===== src/rtl/jtdd_sdram_pkg.sv =====
// Shared constants for the download-side SDRAM writer.
// Covers the SDRAM command encodings, the mode register value and the FSM state codes.
package jtdd_sdram_pkg;

  // {ncs, nras, ncas, nwe}
  typedef enum logic [3:0] {
    CMD_MRS = 4'b0000,
    CMD_REF = 4'b0001,
    CMD_PRE = 4'b0010,
    CMD_ACT = 4'b0011,
    CMD_WR  = 4'b0100,
    CMD_NOP = 4'b0111,
    CMD_INH = 4'b1111
  } cmd_t;

  // burst length 1, sequential, CAS latency 2, burst write
  localparam logic [12:0] MRS_VAL = 13'h0020;
  localparam logic [12:0] A10_ALL = 13'h0400;

  localparam logic [3:0] ST_INIT_WAIT = 4'd0;
  localparam logic [3:0] ST_INIT_PRE  = 4'd1;
  localparam logic [3:0] ST_INIT_REF1 = 4'd2;
  localparam logic [3:0] ST_INIT_REF2 = 4'd3;
  localparam logic [3:0] ST_INIT_MRS  = 4'd4;
  localparam logic [3:0] ST_IDLE      = 4'd5;
  localparam logic [3:0] ST_ACT       = 4'd6;
  localparam logic [3:0] ST_WR        = 4'd7;
  localparam logic [3:0] ST_PRE       = 4'd8;
  localparam logic [3:0] ST_REF       = 4'd9;

endpackage


===== src/rtl/jtdd_sdram_refcnt.sv =====
// Auto-refresh timer: raises pend once every REF_PERIOD enabled cycles.
// Requests that pile up before service collapse into a single pend.
module jtdd_sdram_refcnt #(
  parameter int REF_PERIOD = 750
) (
  input  logic clk,
  input  logic rst_n,
  input  logic en,
  input  logic clr,
  output logic pend
);

  localparam int CW = $clog2(REF_PERIOD + 1);
  localparam logic [CW-1:0] LAST = CW'(REF_PERIOD - 1);

  logic [CW-1:0] cnt_reg;

  // A new period ending on the clear cycle wins, so that request is not lost
  always_ff @(posedge clk or negedge rst_n) begin
    if (!rst_n) begin
      cnt_reg <= '0;
      pend    <= 1'b0;
    end else begin
      if (clr) pend <= 1'b0;
      if (en) begin
        if (cnt_reg == LAST) begin
          cnt_reg <= '0;
          pend    <= 1'b1;
        end else begin
          cnt_reg <= cnt_reg + 1'b1;
        end
      end
    end
  end

endmodule


===== src/rtl/jtdd_sdram_prog.sv =====
// Turns the ROM-download word stream into SDRAM ACT/WRITE/PRE sequences, and
// also runs SDRAM power-up initialisation and periodic auto-refresh.
module jtdd_sdram_prog
  import jtdd_sdram_pkg::*;
#(
  parameter int INIT_WAIT  = 9600,
  parameter int TRCD       = 2,
  parameter int TWR        = 2,
  parameter int TRP        = 2,
  parameter int TRFC       = 7,
  parameter int REF_PERIOD = 750
) (
  input  logic        clk,
  input  logic        rst_n,
  input  logic [21:0] prog_addr,
  input  logic [7:0]  prog_data,
  input  logic [1:0]  prog_mask,
  input  logic        prog_we,
  output logic        prog_rdy,
  output logic        ovf,
  output logic        init_done,
  output logic        sdram_cke,
  output logic        sdram_ncs,
  output logic        sdram_nras,
  output logic        sdram_ncas,
  output logic        sdram_nwe,
  output logic [1:0]  sdram_ba,
  output logic [12:0] sdram_a,
  output logic [15:0] sdram_dq_o,
  output logic        sdram_dq_oe,
  output logic        sdram_dqml,
  output logic        sdram_dqmh
);

  localparam logic [13:0] INIT_WAIT_C = 14'(INIT_WAIT);
  // Counters hold "cycles left"; runtime loads are one less than the init ones
  // so that ACT->WRITE->PRE->ready lands on +2/+2/+2 with the defaults.
  localparam logic [3:0] TRCD_C      = 4'(TRCD - 1);
  localparam logic [3:0] TWR_C       = 4'(TWR - 1);
  localparam logic [3:0] TRP_C       = 4'(TRP - 1);
  localparam logic [3:0] TRFC_C      = 4'(TRFC - 1);
  localparam logic [3:0] TRP_INIT_C  = 4'(TRP);
  localparam logic [3:0] TRFC_INIT_C = 4'(TRFC);
  localparam logic [3:0] MRS_WAIT_C  = 4'd1;

  logic [3:0]  state_reg;
  logic [3:0]  wcnt_reg;
  logic [13:0] icnt_reg;
  cmd_t        cmd_reg;
  logic [12:0] a_reg;
  logic [15:0] dq_reg;
  logic        dq_oe_reg;
  logic [1:0]  dqm_reg;
  logic        cke_reg;
  logic        rdy_reg;
  logic        ovf_reg;
  logic        done_reg;
  logic [21:0] addr_reg;
  logic [7:0]  data_reg;
  logic [1:0]  mask_reg;

  logic        ref_pend;
  logic        ref_clr;
  logic        wait_over;
  logic [12:0] row;
  logic [12:0] col;

  assign wait_over = (wcnt_reg == 4'd0);
  assign ref_clr   = (state_reg == ST_IDLE) && ref_pend;
  assign row       = addr_reg[21:9];
  assign col       = {4'b0000, addr_reg[8:0]};

  jtdd_sdram_refcnt #(
    .REF_PERIOD(REF_PERIOD)
  ) u_refcnt (
    .clk  (clk),
    .rst_n(rst_n),
    .en   (done_reg),
    .clr  (ref_clr),
    .pend (ref_pend)
  );

  always_ff @(posedge clk or negedge rst_n) begin
    if (!rst_n) begin
      state_reg <= ST_INIT_WAIT;
      wcnt_reg  <= 4'd0;
      icnt_reg  <= 14'd0;
      cmd_reg   <= CMD_INH;
      a_reg     <= 13'd0;
      dq_reg    <= 16'd0;
      dq_oe_reg <= 1'b0;
      dqm_reg   <= 2'b11;
      cke_reg   <= 1'b0;
      rdy_reg   <= 1'b0;
      ovf_reg   <= 1'b0;
      done_reg  <= 1'b0;
      addr_reg  <= 22'd0;
      data_reg  <= 8'd0;
      mask_reg  <= 2'b11;
    end else begin
      cmd_reg   <= CMD_NOP;
      dq_oe_reg <= 1'b0;
      dqm_reg   <= 2'b11;

      // Acceptance is judged on the registered ready, never the one rising now
      if (prog_we) begin
        if (rdy_reg) begin
          addr_reg <= prog_addr;
          data_reg <= prog_data;
          mask_reg <= prog_mask;
          rdy_reg  <= 1'b0;
        end else begin
          ovf_reg  <= 1'b1;
        end
      end

      if (!wait_over) wcnt_reg <= wcnt_reg - 4'd1;

      case (state_reg)
        ST_INIT_WAIT: begin
          cke_reg <= 1'b1;
          if (cke_reg) begin
            if (icnt_reg == INIT_WAIT_C) begin
              cmd_reg   <= CMD_PRE;
              a_reg     <= A10_ALL;
              wcnt_reg  <= TRP_INIT_C;
              state_reg <= ST_INIT_PRE;
            end else begin
              icnt_reg  <= icnt_reg + 14'd1;
            end
          end
        end
        ST_INIT_PRE: if (wait_over) begin
          cmd_reg   <= CMD_REF;
          wcnt_reg  <= TRFC_INIT_C;
          state_reg <= ST_INIT_REF1;
        end
        ST_INIT_REF1: if (wait_over) begin
          cmd_reg   <= CMD_REF;
          wcnt_reg  <= TRFC_INIT_C;
          state_reg <= ST_INIT_REF2;
        end
        ST_INIT_REF2: if (wait_over) begin
          cmd_reg   <= CMD_MRS;
          a_reg     <= MRS_VAL;
          wcnt_reg  <= MRS_WAIT_C;
          state_reg <= ST_INIT_MRS;
        end
        ST_INIT_MRS: if (wait_over) begin
          done_reg  <= 1'b1;
          rdy_reg   <= 1'b1;
          state_reg <= ST_IDLE;
        end
        ST_IDLE: begin
          // After init, ready low in IDLE means the holding register is full
          if (ref_pend) begin
            cmd_reg   <= CMD_REF;
            wcnt_reg  <= TRFC_C;
            state_reg <= ST_REF;
          end else if (!rdy_reg) begin
            cmd_reg   <= CMD_ACT;
            a_reg     <= row;
            wcnt_reg  <= TRCD_C;
            state_reg <= ST_ACT;
          end
        end
        ST_ACT: if (wait_over) begin
          cmd_reg   <= CMD_WR;
          a_reg     <= col;
          dq_reg    <= {data_reg, data_reg};
          dq_oe_reg <= 1'b1;
          dqm_reg   <= mask_reg;
          wcnt_reg  <= TWR_C;
          state_reg <= ST_WR;
        end
        ST_WR: if (wait_over) begin
          cmd_reg   <= CMD_PRE;
          a_reg     <= 13'd0;
          wcnt_reg  <= TRP_C;
          state_reg <= ST_PRE;
        end
        ST_PRE: if (wait_over) begin
          rdy_reg   <= 1'b1;
          state_reg <= ST_IDLE;
        end
        ST_REF: if (wait_over) begin
          state_reg <= ST_IDLE;
        end
        default: state_reg <= ST_INIT_WAIT;
      endcase
    end
  end

  assign {sdram_ncs, sdram_nras, sdram_ncas, sdram_nwe} = cmd_reg;
  assign sdram_cke   = cke_reg;
  assign sdram_ba    = 2'b00;
  assign sdram_a     = a_reg;
  assign sdram_dq_o  = dq_reg;
  assign sdram_dq_oe = dq_oe_reg;
  assign sdram_dqmh  = dqm_reg[1];
  assign sdram_dqml  = dqm_reg[0];
  assign prog_rdy    = rdy_reg;
  assign ovf         = ovf_reg;
  assign init_done   = done_reg;

endmodule


===== config.mk =====
export PLATFORM = sky130hd
export DESIGN_NAME = jtdd_sdram_prog
export DESIGN_NICKNAME = d
export VERILOG_FILES = /design/src/rtl/jtdd_sdram_pkg.sv /design/src/rtl/jtdd_sdram_refcnt.sv /design/src/rtl/jtdd_sdram_prog.sv
export SDC_FILE = /design/constraint.sdc
export NUM_CORES = 1
export LEC_CHECK = 0
export CAP_MARGIN = 40
export CORE_ASPECT_RATIO = 0.75
export CORE_MARGIN = 3
export CORE_UTILIZATION = 55
export CTS_BUF_LIST = sky130_fd_sc_hd__clkbuf_4
export DETAILED_ROUTE_END_ITERATION = 10
export GPL_TIMING_DRIVEN = 0
export MAX_ROUTING_LAYER = met4
export PLACE_DENSITY = 0.84
export SKIP_LAST_GASP = 1
export SLEW_MARGIN = 15
export SYNTH_ARGS = -nofsm -noshare
export SYNTH_HDL_FRONTEND = slang
export SYNTH_SLANG_ARGS = --single-unit

===== constraint.sdc =====
create_clock -name clk -period 4.5 [get_ports clk]
set_input_delay 0.9 -clock clk [delete_from_list [all_inputs] [get_ports clk]]
set_output_delay 0.9 -clock clk [all_outputs]
set_load 0.02 [all_outputs]

==> flow_summary.json <==
{
  "place_congestion": 0.971,
  "worst_setup_path_end_kind": "output port",
  "antenna_cells": 0,
  "rsz0062_at_grt": "no",
  "tns_ns": 0,
  "crit_slowest_cell": "clkdlybuf4s50_1",
  "leakagePower_nw": 2.53,
  "worstSkewPairLatency_ns": 0.47,
  "critPathLaunch": "sdram_cke$_DFFE_PN0P_",
  "drt_first_pass_iters": 6,
  "clock-sinks": 97,
  "overflow": 0,
  "r2r_start": "wcnt_reg[0]$_DFF_PN0_",
  "cts_hold_buf": 0,
  "io_buffers": 74,
  "cts_setup_buffers": 0,
  "synth_edf_count": 0,
  "cp_slowest_stage_delay_ns": 0.65,
  "die_y_um": 85.6,
  "hold_class": "input pin to async pin",
  "finalCritPeriodShare": 0.558,
  "core_mm2": 0.00806,
  "antenna_left": 0,
  "worstPathArrival_ns": 1.61,
  "synthFlopType": "dfrtp_1",
  "hold_slack_ns": 0.447,
  "synth.most_common_cell": "dfrtp_1",
  "ys_top_cells_by_count": "dfrtp_1 (89), mux2_2 (47), nand2_1 (31)",
  "yosysWarningCount": 0,
  "setup_viol": 0,
  "ios": 77,
  "crit_chain": "clkdlybuf4s50_1",
  "worstMarginPinSlew_ns": 0.709,
  "synth-seq-area-share": 0.525,
  "ys_async_sr_fraction": 1.00,
  "synth_top_area_frac": 0.480,
  "hpwl_mm": 7.35,
  "outcome": "finished clean",
  "syn_area_mm2": 0.00464,
  "initial_core_util": 0.576,
  "hold_viol": 0,
  "clk_path_buf_depth": 2,
  "cts_tree": "done",
  "cts-root-buf": "clkbuf_4",
  "drt-total-wl_mm": 9.89,
  "vdd_ir_drop_max_v": 0.000178,
  "wl_per_cell_um": 16.4,
  "avgSynthCellArea_um2": 11.5,
  "drive_above_1_share": 0.217,
  "fin_nets": 534,
  "path_max_fanout": 6,
  "worstReg2RegEnd": "sdram_a[4]$_DFFE_PN0P_",
  "grt_util_all_layers": 0.228,
  "syn_to_final_growth_pct": 22.5,
  "synth_cell_types": 59,
  "p_per_area_mw_per_mm2": 257,
  "antenna_found_initial": 0,
  "vias_per_cell": 5.63,
  "regToRegSetupSlack_ns": 2.03,
  "reg2reg_depth": 9,
  "post_cts_resized": 0,
  "path_buf_inv": 1,
  "grt_first_pass_wirelength_mm": 17.0,
  "h-tree-depth": 3,
  "synth_cells": 404,
  "vias": 3395,
  "period_needed_ns": 2.51,
  "rows": 28,
  "relSlewSlack": 0.524,
  "dr.first_iter.drc_count": 368,
  "criticalPathCategory": "flop to output port",
  "die_area_mm2": 0.00959,
  "drv_slew": 0,
  "dieWidth_um": 112,
  "fin_util": 0.705,
  "skew_ns": 0.0228,
  "synth_top_cell_by_area": "dfrtp_1",
  "synth_area_leaders": "dfrtp_1 (48%), mux2_2 (11%), dfstp_2 (4.5%)",
  "crit_family": "buffers and inverters",
  "grt_pass1_vias": 3505,
  "largest_reg_flops": 22,
  "clk_pin_slew_ns": 0.16,
  "cts_buffers": 9,
  "startpoint_type": "flop",
  "max_freq_ghz": 0.398,
  "grt_max_degree": 50,
  "drv_cap": 0,
  "synth-seq-cells": 97,
  "drc": 0,
  "required_ns": 3.60
}
-- worst max-delay path by stage --
| stage | slack (ns) | depth (start not counted) | to |
|---|---|---|---|
| 2_1_floorplan | 2.42 | 9 | sdram_a[3]$_DFFE_PN0P_ |
| 3_3_place_gp | -0.90 | 1 | addr_reg[8]$_DFFE_PN0P_ |
| 3_5_place_dp | 1.90 | 4 | addr_reg[18]$_DFFE_PN0P_ |
| 4_1_cts | 1.96 | 1 | sdram_cke |
| 5_1_grt | 1.85 | 9 | sdram_a[4]$_DFFE_PN0P_ |
| 6_report | 1.99 | 1 | sdram_cke |
-- kinds of logic after synthesis --
family | share of synthesized area
buffers and inverters | 0.0526
adder cells (fa/ha/maj) | 0.0162
flip-flops | 0.525
other | 0.000808
multiplexers | 0.146
AND/OR/NAND/NOR | 0.128
AO/OA/AOI/OAI | 0.103
XOR/XNOR | 0.0283
-- per-stage QoR --
step | instance area [µm²] | setup slack, ns | total power [mW] | cells
2_1_floorplan | 4650 | 2.42 | 0.967 | 406
3_3_place_gp | 5520 | -0.901 | 1.02 | 585
3_5_place_dp | 5550 | 1.90 | 1.03 | 587
4_1_cts | 5680 | 1.96 | 1.48 | 603
5_1_grt | 5680 | 1.85 | 1.53 | 603
6_report | 5680 | 1.99 | 1.46 | 603
-- cell usage in the layout (no fill, tap or decap), drive strengths merged, types with 5 or more instances in the layout --
| cell | instances |
|---|---|
| nor3 | 5 |
| dfstp | 8 |
| xor2 | 7 |
| o21ai | 23 |
| clkbuf | 21 |
| a22o | 8 |
| dfrtp | 89 |
| nand2 | 32 |
| a21oi | 11 |
| nor4 | 5 |
| nor2b | 11 |
| ha | 6 |
| nor2 | 18 |
| xnor2 | 8 |
| and3 | 6 |
| clkdlybuf4s50 | 73 |
| mux2i | 6 |
| buf | 21 |
| nand4 | 8 |
| mux2 | 53 |
| inv | 21 |
| nand3 | 10 |
-- per-layer routing --
layer / GRT usage / up-vias / wire, µm
li1: - / 1594 / -
met1: 0.291 / 1656 / 4230
met2: 0.366 / 117 / 4880
met3: 0.0543 / 28 / 564
met4: 0.0721 / 0 / 210
met5: - / - / 0
-- power by group --
group | total (mW) | switching (mW) | internal (mW)
clock network | 0.450 | 0.316 | 0.134
logic | 0.0856 | 0.0321 | 0.0536
registers | 0.926 | 0.0179 | 0.908
total | 1.46 | 0.366 | 1.10
-- final cells by class --
cell class	instances	area, µm²
Sequential cell	97	2440
Fill cell	607	2370
Multi-Input combinational cell	263	1970
Timing Repair Buffer	76	771
Buffer	29	180
Tap cell	105	131
Clock buffer	10	75.1
Inverter	17	63.8
Clock inverter	6	57.6
Note: power is estimated with default switching activity, not from simulation.
